==> src/rtl/seg7_scan_mux.sv <==
// Eight-digit multiplexed 7-segment driver with frame-synchronous double buffering and
// frame-counted blinking; all outputs are registered.
module seg7_scan_mux #(
   parameter int unsigned BLINK_FRAMES = 64
) (
   input  logic        clk,
   input  logic        reset,
   input  logic [2:0]  digit_idx_i,
   input  logic        load_i,
   input  logic [31:0] bcd_i,
   input  logic [7:0]  dp_i,
   input  logic [7:0]  blink_mask_i,
   input  logic [7:0]  blank_mask_i,
   output logic [7:0]  an_n_o,
   output logic [6:0]  seg_n_o,
   output logic        dp_n_o
);

   localparam logic [7:0] FrameLast = 8'(BLINK_FRAMES - 1);

   logic [2:0]  idx_q;
   logic [31:0] pend_bcd_q, pend_bcd_d, act_bcd_q, act_bcd_d;
   logic [7:0]  pend_dp_q, pend_dp_d, act_dp_q, act_dp_d;
   logic [7:0]  pend_blink_q, pend_blink_d, act_blink_q, act_blink_d;
   logic [7:0]  pend_blank_q, pend_blank_d, act_blank_q, act_blank_d;
   logic        pend_valid_q, pend_valid_d;
   logic [7:0]  frame_cnt_q, frame_cnt_d;
   logic        phase_q, phase_d;
   logic [7:0]  an_q, an_d;
   logic [6:0]  seg_q, seg_d;
   logic        dp_q, dp_d;

   logic       boundary, commit, blanked;
   logic [3:0] nibble;
   logic [6:0] seg_dec;

   always_comb begin
      boundary = (idx_q == 3'd7) && (digit_idx_i == 3'd0);
      commit   = boundary & pend_valid_q;

      act_bcd_d   = commit ? pend_bcd_q   : act_bcd_q;
      act_dp_d    = commit ? pend_dp_q    : act_dp_q;
      act_blink_d = commit ? pend_blink_q : act_blink_q;
      act_blank_d = commit ? pend_blank_q : act_blank_q;

      // A load on a boundary lands in pending after the old pending has been committed.
      pend_bcd_d   = load_i ? bcd_i        : pend_bcd_q;
      pend_dp_d    = load_i ? dp_i         : pend_dp_q;
      pend_blink_d = load_i ? blink_mask_i : pend_blink_q;
      pend_blank_d = load_i ? blank_mask_i : pend_blank_q;
      pend_valid_d = load_i | (pend_valid_q & ~boundary);

      frame_cnt_d = frame_cnt_q;
      phase_d     = phase_q;
      if (boundary) begin
         if (frame_cnt_q == FrameLast) begin
            frame_cnt_d = 8'd0;
            phase_d     = ~phase_q;
         end else begin
            frame_cnt_d = frame_cnt_q + 8'd1;
         end
      end
   end

   // Decode from the post-commit view so the first digit of a frame is already current.
   always_comb begin
      nibble  = act_bcd_d[{digit_idx_i, 2'b00} +: 4];
      blanked = act_blank_d[digit_idx_i] | (phase_d & act_blink_d[digit_idx_i]);
      case (nibble)
         4'd0:    seg_dec = 7'b1000000;
         4'd1:    seg_dec = 7'b1111001;
         4'd2:    seg_dec = 7'b0100100;
         4'd3:    seg_dec = 7'b0110000;
         4'd4:    seg_dec = 7'b0011001;
         4'd5:    seg_dec = 7'b0010010;
         4'd6:    seg_dec = 7'b0000010;
         4'd7:    seg_dec = 7'b1111000;
         4'd8:    seg_dec = 7'b0000000;
         4'd9:    seg_dec = 7'b0010000;
         default: seg_dec = 7'b0111111;
      endcase
      an_d  = blanked ? 8'hFF : ~(8'b1 << digit_idx_i);
      seg_d = blanked ? 7'h7F : seg_dec;
      dp_d  = blanked ? 1'b1  : ~act_dp_d[digit_idx_i];
   end

   always_ff @(posedge clk) begin
      if (reset) begin
         idx_q        <= 3'd0;
         pend_bcd_q   <= 32'd0;
         pend_dp_q    <= 8'd0;
         pend_blink_q <= 8'd0;
         pend_blank_q <= 8'd0;
         pend_valid_q <= 1'b0;
         act_bcd_q    <= 32'd0;
         act_dp_q     <= 8'd0;
         act_blink_q  <= 8'd0;
         act_blank_q  <= 8'hFF;
         frame_cnt_q  <= 8'd0;
         phase_q      <= 1'b0;
         an_q         <= 8'hFF;
         seg_q        <= 7'h7F;
         dp_q         <= 1'b1;
      end else begin
         idx_q        <= digit_idx_i;
         pend_bcd_q   <= pend_bcd_d;
         pend_dp_q    <= pend_dp_d;
         pend_blink_q <= pend_blink_d;
         pend_blank_q <= pend_blank_d;
         pend_valid_q <= pend_valid_d;
         act_bcd_q    <= act_bcd_d;
         act_dp_q     <= act_dp_d;
         act_blink_q  <= act_blink_d;
         act_blank_q  <= act_blank_d;
         frame_cnt_q  <= frame_cnt_d;
         phase_q      <= phase_d;
         an_q         <= an_d;
         seg_q        <= seg_d;
         dp_q         <= dp_d;
      end
   end

   assign an_n_o  = an_q;
   assign seg_n_o = seg_q;
   assign dp_n_o  = dp_q;

endmodule
==> config.mk <==
export PLATFORM = sky130hd
export DESIGN_NAME = seg7_scan_mux
export DESIGN_NICKNAME = d
export VERILOG_FILES = /design/src/rtl/seg7_scan_mux.sv
export SDC_FILE = /design/constraint.sdc
export NUM_CORES = 1
export LEC_CHECK = 0
export BUFFER_PORTS_ARGS = -buffer_cell sky130_fd_sc_hd__buf_2
export CELL_PAD_IN_SITES_DETAIL_PLACEMENT = 0
export CELL_PAD_IN_SITES_GLOBAL_PLACEMENT = 1
export CORE_ASPECT_RATIO = 1.75
export CORE_MARGIN = 2
export CORE_UTILIZATION = 40
export CTS_BUF_LIST = sky130_fd_sc_hd__clkbuf_2
export CTS_CLUSTER_SIZE = 30
export DETAILED_ROUTE_END_ITERATION = 10
export PLACE_DENSITY_LB_ADDON = 0.1
export SYNTH_ARGS = -nofsm -noshare
export SYNTH_HDL_FRONTEND = slang
export SYNTH_SLANG_ARGS = --single-unit
==> constraint.sdc <==
create_clock -name clk -period 2.5 [get_ports clk]
set_input_delay 0.25 -clock clk [delete_from_list [all_inputs] [get_ports clk]]
set_output_delay 0.25 -clock clk [all_outputs]
set_load 0.1 [all_outputs]
==> results of run 1 <==
-- cell families (layout without fill, tap and decap cells) --
family	count (synthesis)	in the layout
and+or+nand+nor	240	240
DFF	141	141
AOI/OAI and AO/OA	86	86
muxes	78	78
buffers and inverters	50	201
adders and majority gates	7	7
xor gates and xnor gates	6	6
other	0	1
-- worst reg2reg max path, cell delays in order, from the launching register on --
cell and delay (ns):
dfxtp_1 0.44, nor3b_2 0.24, and2_2 0.19, nand2_1 0.07
a32oi_1 0.30, inv_1 0.14, ha_1 0.19, or3_1 0.37
a21bo_1 0.20
-- area by class of cell --
class / instances / area, sq um
diodes: 1 / 2.50
clock buffers: 17 / 85.1
clock inverters: 15 / 160
fillers: 1353 / 6730
inverters: 7 / 26.3
multi-input cells: 417 / 2580
flip-flops and latches: 141 / 2820
well taps: 177 / 221
repair buffers: 162 / 1210
-- registers in the layout, summed over array words and instances (netlist names) --
name and cells:
act_bcd_q 32, pend_bcd_q 32, act_blank_q 8, act_blink_q 8, act_dp_q 8, an_n_o 8
frame_cnt_q 8, pend_blank_q 8, pend_blink_q 8, pend_dp_q 8, seg_n_o 7, idx_q 3
dp_n_o 1, pend_valid_q 1, phase_q 1
-- power breakdown --
group	internal, uW	switching (uW)
Clock	476	857
Sequential	2320	34.8
Combinational	219	249
-- worst min-delay path by stage --
stage,startpoint,cells past startpoint,slack (ns),end
detailed placement,act_bcd_q[4]$_SDFF_PP0_,2,0.45,act_bcd_q[4]$_SDFF_PP0_
global placement,pend_bcd_q[14]$_SDFFE_PP0P_,2,0.44,act_bcd_q[14]$_SDFF_PP0_
CTS,load_i,3,0.007,pend_bcd_q[25]$_SDFFE_PP0P_
global route,load_i,3,0.02,pend_blank_q[1]$_SDFFE_PP0P_
floorplan,digit_idx_i[2],2,0.39,an_n_o[3]$_SDFF_PP1_
finish,load_i,3,0.09,pend_bcd_q[22]$_SDFFE_PP0P_
-- per-layer routing --
layer  vias up  GRT usage
li1       2349          -
met1      2115      0.219
met2        86      0.331
met3        12     0.0338
met4         0     0.0540
met5         -          0
-- stage by stage --
stage / instances / setup WS, ns / total power (uW)
2_1_floorplan: 608 / 0.151 / 2670
3_3_place_gp: 845 / 0.219 / 2790
3_5_place_dp: 845 / 0.161 / 2800
4_1_cts: 936 / 0.253 / 4230
5_1_grt: 937 / 0.114 / 4360
6_report: 937 / 0.260 / 4150
-- cell usage in the layout (no fill, tap or decap), types with 6 or more instances in the layout --
master,n
nand3b_1,9
inv_1,7
buf_4,25
nor3_1,7
nand2_1,110
nand3_1,14
buf_2,75
nor2_1,72
dlygate4sd3_1,59
clkbuf_2,17
dfxtp_1,141
mux2i_1,72
ha_1,7
inv_6,6
a21oi_1,54
==> impl_metrics.xml, run 1 <==
<?xml version="1.0" encoding="UTF-8"?>
<metrics>
  <group name="logic_synthesis">
    <metric name="synthSimpleGateAreaFrac" unit="">0.191</metric>
    <metric name="synth.avg_cell_area" unit="sq um">9.26</metric>
    <metric name="netlist.top_cell.by_area" unit="">dfxtp_1</metric>
    <metric name="post_synth_mux_area_share" unit="">0.144</metric>
    <metric name="synth-adder-area-share" unit="">0.0156</metric>
    <metric name="synth-edff-count" unit="">0</metric>
    <metric name="seq_area_frac_synth" unit="">0.501</metric>
    <metric name="main_combinational_cell_family_by_area_after_synthesis" unit="">simple AND/OR/NAND/NOR gates</metric>
    <metric name="synth_cells" unit="">608</metric>
    <metric name="yosysTopAreaCellShare" unit="">0.501</metric>
    <metric name="netlist_top_cells_area" unit="">dfxtp_1 (50%), mux2i_1 (13%), nand2_1 (7.3%), a21oi_1 (4.8%), nor2_1 (4.8%)</metric>
    <metric name="ys_top_cells_by_count" unit="">dfxtp_1 (141), nand2_1 (110), mux2i_1 (72), nor2_1 (72), a21oi_1 (54)</metric>
    <metric name="netlist-cell-type-count" unit="">58</metric>
    <metric name="synth-compound-area-share" unit="">0.0973</metric>
    <metric name="ys_ff_latch" unit="">141</metric>
    <metric name="mappedNetlistNets" unit="">677</metric>
    <metric name="yosys.cell_count.top_type" unit="">dfxtp_1</metric>
    <metric name="ys.flop_type" unit="">dfxtp_1</metric>
    <metric name="ys_async_sr_fraction" unit="">0</metric>
    <metric name="synthXorXnorAreaFrac" unit="">0.00933</metric>
    <metric name="synth-warning-count" unit="">0</metric>
    <metric name="synthesis.area" unit="sq um">5630</metric>
  </group>
  <group name="global_route">
    <metric name="antenna_violations_before_repair" unit="">1</metric>
    <metric name="groute.usage.overall" unit="">0.184</metric>
    <metric name="grt_overflow_total" unit="">0</metric>
    <metric name="grt_max_degree" unit="">123</metric>
    <metric name="global_route_wire_length_before_repair" unit="mm">22.0</metric>
    <metric name="vias_in_the_first_global_route" unit="">4535</metric>
  </group>
  <group name="die">
    <metric name="initial_standard_cell_utilization_of_the_core" unit="">0.407</metric>
    <metric name="ioPinCount" unit="">78</metric>
    <metric name="coreArea" unit="sq um">13800</metric>
    <metric name="die-width" unit="microns">93.7</metric>
    <metric name="row_count" unit="">57</metric>
    <metric name="fp.dieH" unit="microns">161</metric>
    <metric name="area_enclosed_by_the_die_boundary" unit="sq um">15100</metric>
  </group>
  <group name="setup_path">
    <metric name="number_of_buffer_and_inverter_instances_along_the_worst_setup_path" unit="">4</metric>
    <metric name="critical_path.slowest_cell" unit="">dlygate4sd3_1</metric>
    <metric name="highest_net_fanout_along_the_worst_path" unit="">9</metric>
    <metric name="timing.critical_path.to" unit="">seg_n_o[3]$_SDFF_PP1_</metric>
    <metric name="setup.worst_path.start" unit="">digit_idx_i[1]</metric>
    <metric name="timing.critical_path.to_type" unit="">register</metric>
    <metric name="cp.depth" unit="">11</metric>
    <metric name="reg2reg_to" unit="">seg_n_o[0]$_SDFF_PP1_</metric>
    <metric name="criticalPathCategory" unit="">in2reg</metric>
    <metric name="worst_ep_arrival_time" unit="ns">2.81</metric>
    <metric name="rr_worst_depth" unit="">8</metric>
    <metric name="timing.reg2reg.setup_slack" unit="ns">0.30</metric>
    <metric name="timing.critical_path.max_delay_family" unit="">buffers and inverters</metric>
    <metric name="startpoint_type" unit="">input port</metric>
    <metric name="worst_ep_required_time" unit="ns">3.07</metric>
    <metric name="worst_path_most_repeated_cell" unit="">buf_4</metric>
    <metric name="timing.rr.start" unit="">pend_valid_q$_SDFF_PP0_</metric>
    <metric name="crit_chain" unit="">dlygate4sd3_1 &gt; buf_2 &gt; buf_4 &gt; mux2_2 &gt; a221oi_1 &gt; a32oi_1 &gt; buf_4 &gt; ha_1 &gt; mux2i_1 &gt; nand2_1 &gt; a21bo_2</metric>
    <metric name="critPathMaxStageDelay" unit="ns">0.56</metric>
  </group>
  <group name="timing">
    <metric name="worstMarginPinSlew" unit="ns">1.22</metric>
    <metric name="final_period_minus_worst_setup_slack" unit="ns">2.24</metric>
    <metric name="grt_setup_unrepaired" unit="">false</metric>
    <metric name="finalMaxSlewViolations" unit="">0</metric>
    <metric name="hold_viol" unit="">0</metric>
    <metric name="fin_skew" unit="ns">0.0278</metric>
    <metric name="achievable-frequency" unit="MHz">447</metric>
    <metric name="relSlewSlack" unit="">0.188</metric>
    <metric name="finalCritPeriodShare" unit="">0.896</metric>
    <metric name="whs" unit="ns">0.0859</metric>
    <metric name="setup_viol" unit="">0</metric>
    <metric name="timing.setup.tns" unit="ns">0</metric>
  </group>
  <group name="clocking">
    <metric name="max-clock-path-buffers" unit="">2</metric>
    <metric name="clkSinkCount" unit="">141</metric>
    <metric name="cts.repair_timing.setup_buffer_count" unit="">0</metric>
    <metric name="cts_inserted_buffers" unit="">17</metric>
    <metric name="clk_latency" unit="ns">0.66</metric>
    <metric name="clock_tree.root_cell" unit="">clkbuf_2</metric>
    <metric name="post_cts_hold_fix_bufs" unit="">59</metric>
    <metric name="cts_repair_resize_count" unit="">0</metric>
    <metric name="cts_tree" unit="">done</metric>
    <metric name="cts.reportedPaths.clkPinSlew" unit="ns">0.22</metric>
    <metric name="htree_levels" unit="">4</metric>
  </group>
  <group name="routing">
    <metric name="route.met3.wl" unit="microns">429</metric>
    <metric name="drt_wl_total" unit="mm">13.4</metric>
    <metric name="wire_per_inst" unit="microns">14.3</metric>
    <metric name="routed_vias_inst" unit="">4.87</metric>
    <metric name="drt-met1-wl" unit="mm">5.79</metric>
    <metric name="final_antenna_net_count" unit="">0</metric>
    <metric name="wl_met2" unit="mm">7.03</metric>
    <metric name="dr.first_iter.drc_count" unit="">223</metric>
    <metric name="dr.max_layer_used" unit="">met4</metric>
    <metric name="vias" unit="">4562</metric>
    <metric name="dr.pass1.iters" unit="">4</metric>
    <metric name="detail_route.drc_violations" unit="">0</metric>
  </group>
  <group name="place">
    <metric name="place.port_buffers" unit="">77</metric>
    <metric name="globalplace.congestion" unit="">0.819</metric>
    <metric name="post-dp-hpwl" unit="mm">9.29</metric>
    <metric name="detailed_place.area" unit="sq um">6270</metric>
  </group>
  <group name="worst_hold_path">
    <metric name="min-delay-path-class" unit="">in2reg</metric>
  </group>
  <group name="finish">
    <metric name="final_util" unit="">0.514</metric>
    <metric name="layout.nets" unit="">815</metric>
    <metric name="final_area" unit="sq um">7110</metric>
    <metric name="fraction_of_final_layout_cells_with_drive_strength_greater_than_1" unit="">0.202</metric>
    <metric name="growth_of_design_area_from_synthesis_to_finish" unit="%">26.2</metric>
  </group>
  <group name="run_status">
    <metric name="outcome" unit="">complete, no violations</metric>
  </group>
  <group name="power">
    <metric name="p_leak" unit="uW">0.00301</metric>
    <metric name="ir_worst_vdd" unit="V">0.000333</metric>
    <metric name="pwr_density_cell" unit="nW/um^2">584</metric>
  </group>
  <group name="run">
    <metric name="drv.max_cap_violation_count" unit="">0</metric>
  </group>
</metrics>
Note: power is estimated with default switching activity, not from simulation.
==> run 2: changes to the inputs <==
--- a/config.mk
+++ b/config.mk
@@ -14,7 +14,7 @@
 export CTS_BUF_LIST = sky130_fd_sc_hd__clkbuf_2
 export CTS_CLUSTER_SIZE = 30
 export DETAILED_ROUTE_END_ITERATION = 10
-export PLACE_DENSITY_LB_ADDON = 0.1
+export PLACE_DENSITY = 0.88
 export SYNTH_ARGS = -nofsm -noshare
 export SYNTH_HDL_FRONTEND = slang
 export SYNTH_SLANG_ARGS = --single-unit
==> run 2 against run 1 <==
Maximum frequency fell by 3.1%. Sequential power barely moved. Via count is 1.0% higher. Setup slack got worse by 0.071 ns. Critical path depth is 3 lower. Die area is the same.
==> impl_metrics.xml, run 2 (synthesis results as in run 1) <==
<?xml version="1.0" encoding="UTF-8"?>
<metrics>
  <group name="timing">
    <metric name="finalCritPeriodShare" unit="">0.924</metric>
    <metric name="achievable-frequency" unit="MHz">433</metric>
    <metric name="hold_viol" unit="">0</metric>
    <metric name="finalMaxSlewViolations" unit="">0</metric>
    <metric name="fin_skew" unit="ns">0.0285</metric>
    <metric name="whs" unit="ns">0.105</metric>
    <metric name="grt_setup_unrepaired" unit="">false</metric>
    <metric name="timing.setup.tns" unit="ns">0</metric>
    <metric name="setup_viol" unit="">0</metric>
    <metric name="worstMarginPinSlew" unit="ns">0.833</metric>
    <metric name="relSlewSlack" unit="">0.444</metric>
    <metric name="final_period_minus_worst_setup_slack" unit="ns">2.31</metric>
  </group>
  <group name="routing">
    <metric name="final_antenna_net_count" unit="">0</metric>
    <metric name="vias" unit="">4608</metric>
    <metric name="routed_vias_inst" unit="">4.93</metric>
    <metric name="wire_per_inst" unit="microns">14.6</metric>
    <metric name="dr.pass1.iters" unit="">4</metric>
    <metric name="drt_wl_total" unit="mm">13.7</metric>
    <metric name="dr.first_iter.drc_count" unit="">202</metric>
    <metric name="detail_route.drc_violations" unit="">0</metric>
  </group>
  <group name="die">
    <metric name="coreArea" unit="sq um">13800</metric>
    <metric name="ioPinCount" unit="">78</metric>
    <metric name="area_enclosed_by_the_die_boundary" unit="sq um">15100</metric>
    <metric name="initial_standard_cell_utilization_of_the_core" unit="">0.407</metric>
    <metric name="die-width" unit="microns">93.7</metric>
    <metric name="fp.dieH" unit="microns">161</metric>
    <metric name="row_count" unit="">57</metric>
  </group>
  <group name="setup_path">
    <metric name="timing.reg2reg.setup_slack" unit="ns">0.19</metric>
    <metric name="worst_ep_arrival_time" unit="ns">2.92</metric>
    <metric name="highest_net_fanout_along_the_worst_path" unit="">5</metric>
    <metric name="timing.critical_path.to" unit="">seg_n_o[0]$_SDFF_PP1_</metric>
    <metric name="crit_chain" unit="">nor3b_2 &gt; and2_1 &gt; nand2_1 &gt; a32oi_1 &gt; inv_1 &gt; ha_1 &gt; or3_1 &gt; a21bo_1</metric>
    <metric name="criticalPathCategory" unit="">reg2reg</metric>
    <metric name="rr_worst_depth" unit="">8</metric>
    <metric name="reg2reg_to" unit="">seg_n_o[0]$_SDFF_PP1_</metric>
    <metric name="worst_ep_required_time" unit="ns">3.11</metric>
    <metric name="critical_path.slowest_cell" unit="">dfxtp_1</metric>
    <metric name="setup.worst_path.start" unit="">pend_valid_q$_SDFF_PP0_</metric>
    <metric name="critPathMaxStageDelay" unit="ns">0.41</metric>
    <metric name="timing.critical_path.to_type" unit="">register</metric>
    <metric name="startpoint_type" unit="">register</metric>
    <metric name="timing.rr.start" unit="">pend_valid_q$_SDFF_PP0_</metric>
  </group>
  <group name="global_route">
    <metric name="vias_in_the_first_global_route" unit="">4693</metric>
    <metric name="grt_max_degree" unit="">88</metric>
    <metric name="grt_overflow_total" unit="">0</metric>
    <metric name="global_route_wire_length_before_repair" unit="mm">22.0</metric>
    <metric name="groute.usage.overall" unit="">0.186</metric>
    <metric name="antenna_violations_before_repair" unit="">1</metric>
  </group>
  <group name="place">
    <metric name="detailed_place.area" unit="sq um">6230</metric>
    <metric name="globalplace.congestion" unit="">0.902</metric>
    <metric name="place.port_buffers" unit="">77</metric>
    <metric name="post-dp-hpwl" unit="mm">9.46</metric>
  </group>
  <group name="power">
    <metric name="pwr_density_cell" unit="nW/um^2">579</metric>
    <metric name="p_leak" unit="uW">0.00298</metric>
    <metric name="post_layout_total_power" unit="uW">4070</metric>
    <metric name="ir_worst_vdd" unit="V">0.000253</metric>
  </group>
  <group name="worst_hold_path">
    <metric name="worst_hold_startpoint" unit="">reset</metric>
    <metric name="min-delay-path-class" unit="">in2reg</metric>
  </group>
  <group name="run_status">
    <metric name="outcome" unit="">complete, no violations</metric>
  </group>
  <group name="finish">
    <metric name="largest_registers" unit="">act_bcd_q x32, pend_bcd_q x32</metric>
    <metric name="growth_of_design_area_from_synthesis_to_finish" unit="%">25.0</metric>
    <metric name="multi_input_gate_area" unit="sq um">2580</metric>
    <metric name="fraction_of_final_layout_cells_with_drive_strength_greater_than_1" unit="">0.196</metric>
    <metric name="layout.nets" unit="">813</metric>
    <metric name="layout.cells.most_common_list" unit="">dfxtp_1 (141), nand2_1 (110), buf_2 (75)</metric>
    <metric name="layout_commonest_cell" unit="">dfxtp_1</metric>
    <metric name="final_area" unit="sq um">7040</metric>
    <metric name="flip_flop_and_latch_area" unit="sq um">2820</metric>
    <metric name="fillerInstances" unit="">1343</metric>
  </group>
  <group name="clocking">
    <metric name="clock_tree.root_cell" unit="">clkbuf_2</metric>
    <metric name="clk_latency" unit="ns">0.69</metric>
    <metric name="max-clock-path-buffers" unit="">2</metric>
    <metric name="cts_tree" unit="">done</metric>
    <metric name="clkSinkCount" unit="">141</metric>
    <metric name="cts.repair_timing.setup_buffer_count" unit="">0</metric>
    <metric name="cts.reportedPaths.clkPinSlew" unit="ns">0.20</metric>
    <metric name="htree_levels" unit="">4</metric>
    <metric name="cts_inserted_buffers" unit="">17</metric>
  </group>
  <group name="run">
    <metric name="drv.max_cap_violation_count" unit="">0</metric>
  </group>
</metrics>
run 2: stage by stage:
stage                     instances  setup slack (ns)  utilization
after floorplan                 608             0.151            -
after global placement          843             0.233        0.450
after detailed placement        843             0.181        0.450
after CTS                       933             0.195        0.509
after global routing            934            0.0524        0.509
final                           934             0.189        0.509
run 2: worst min path at each step:
stage                                        end  depth (start not counted)
finish              pend_blink_q[2]$_SDFFE_PP0P_                          3
global route        pend_blank_q[2]$_SDFFE_PP0P_                          3
CTS                 pend_blank_q[1]$_SDFFE_PP0P_                          3
detailed placement      act_bcd_q[26]$_SDFF_PP0_                          2
global placement        act_bcd_q[16]$_SDFF_PP0_                          2
floorplan                   an_n_o[3]$_SDFF_PP1_                          2
run 2: cell type report:
class / instances / share of cell area
diodes: 1 / 0.000355
flip-flops and latches: 141 / 0.401
clock buffers: 19 / 0.0135
repair buffers: 160 / 0.167
clock inverters: 12 / 0.0176
inverters: 7 / 0.00373
multi-input cells: 417 / 0.366
well taps: 177 / 0.0314
run 2: power by group:
| group | switching [uW] | internal [uW] | total, uW | leakage (uW) |
|---|---|---|---|---|
| Clock | 799 | 452 | 1250 | 0.000135 |
| Combinational | 254 | 214 | 468 | 0.00170 |
| Sequential | 37.8 | 2320 | 2350 | 0.00115 |
run 2: what timing repair did:
action,CTS,global route
gates resized for setup,0,0
endpoints found under the hold margin,62,0
hold buffers,59,0
run 2: worst max-delay path: cells and delay by family (launching register included):
family	cells	cell delay, ns
flops	1	0.41
simple gates	4	1.00
buf+inv	1	0.14
compound gates	2	0.50
fa+ha+maj	1	0.19
run 2: metal layers:
layer | vias up | track usage | routed length (microns)
met5 | - | 0 | 0
met4 | 0 | 0.0922 | 427
met3 | 33 | 0.0361 | 452
met2 | 110 | 0.341 | 7350
met1 | 2129 | 0.198 | 5420
li1 | 2336 | - | -
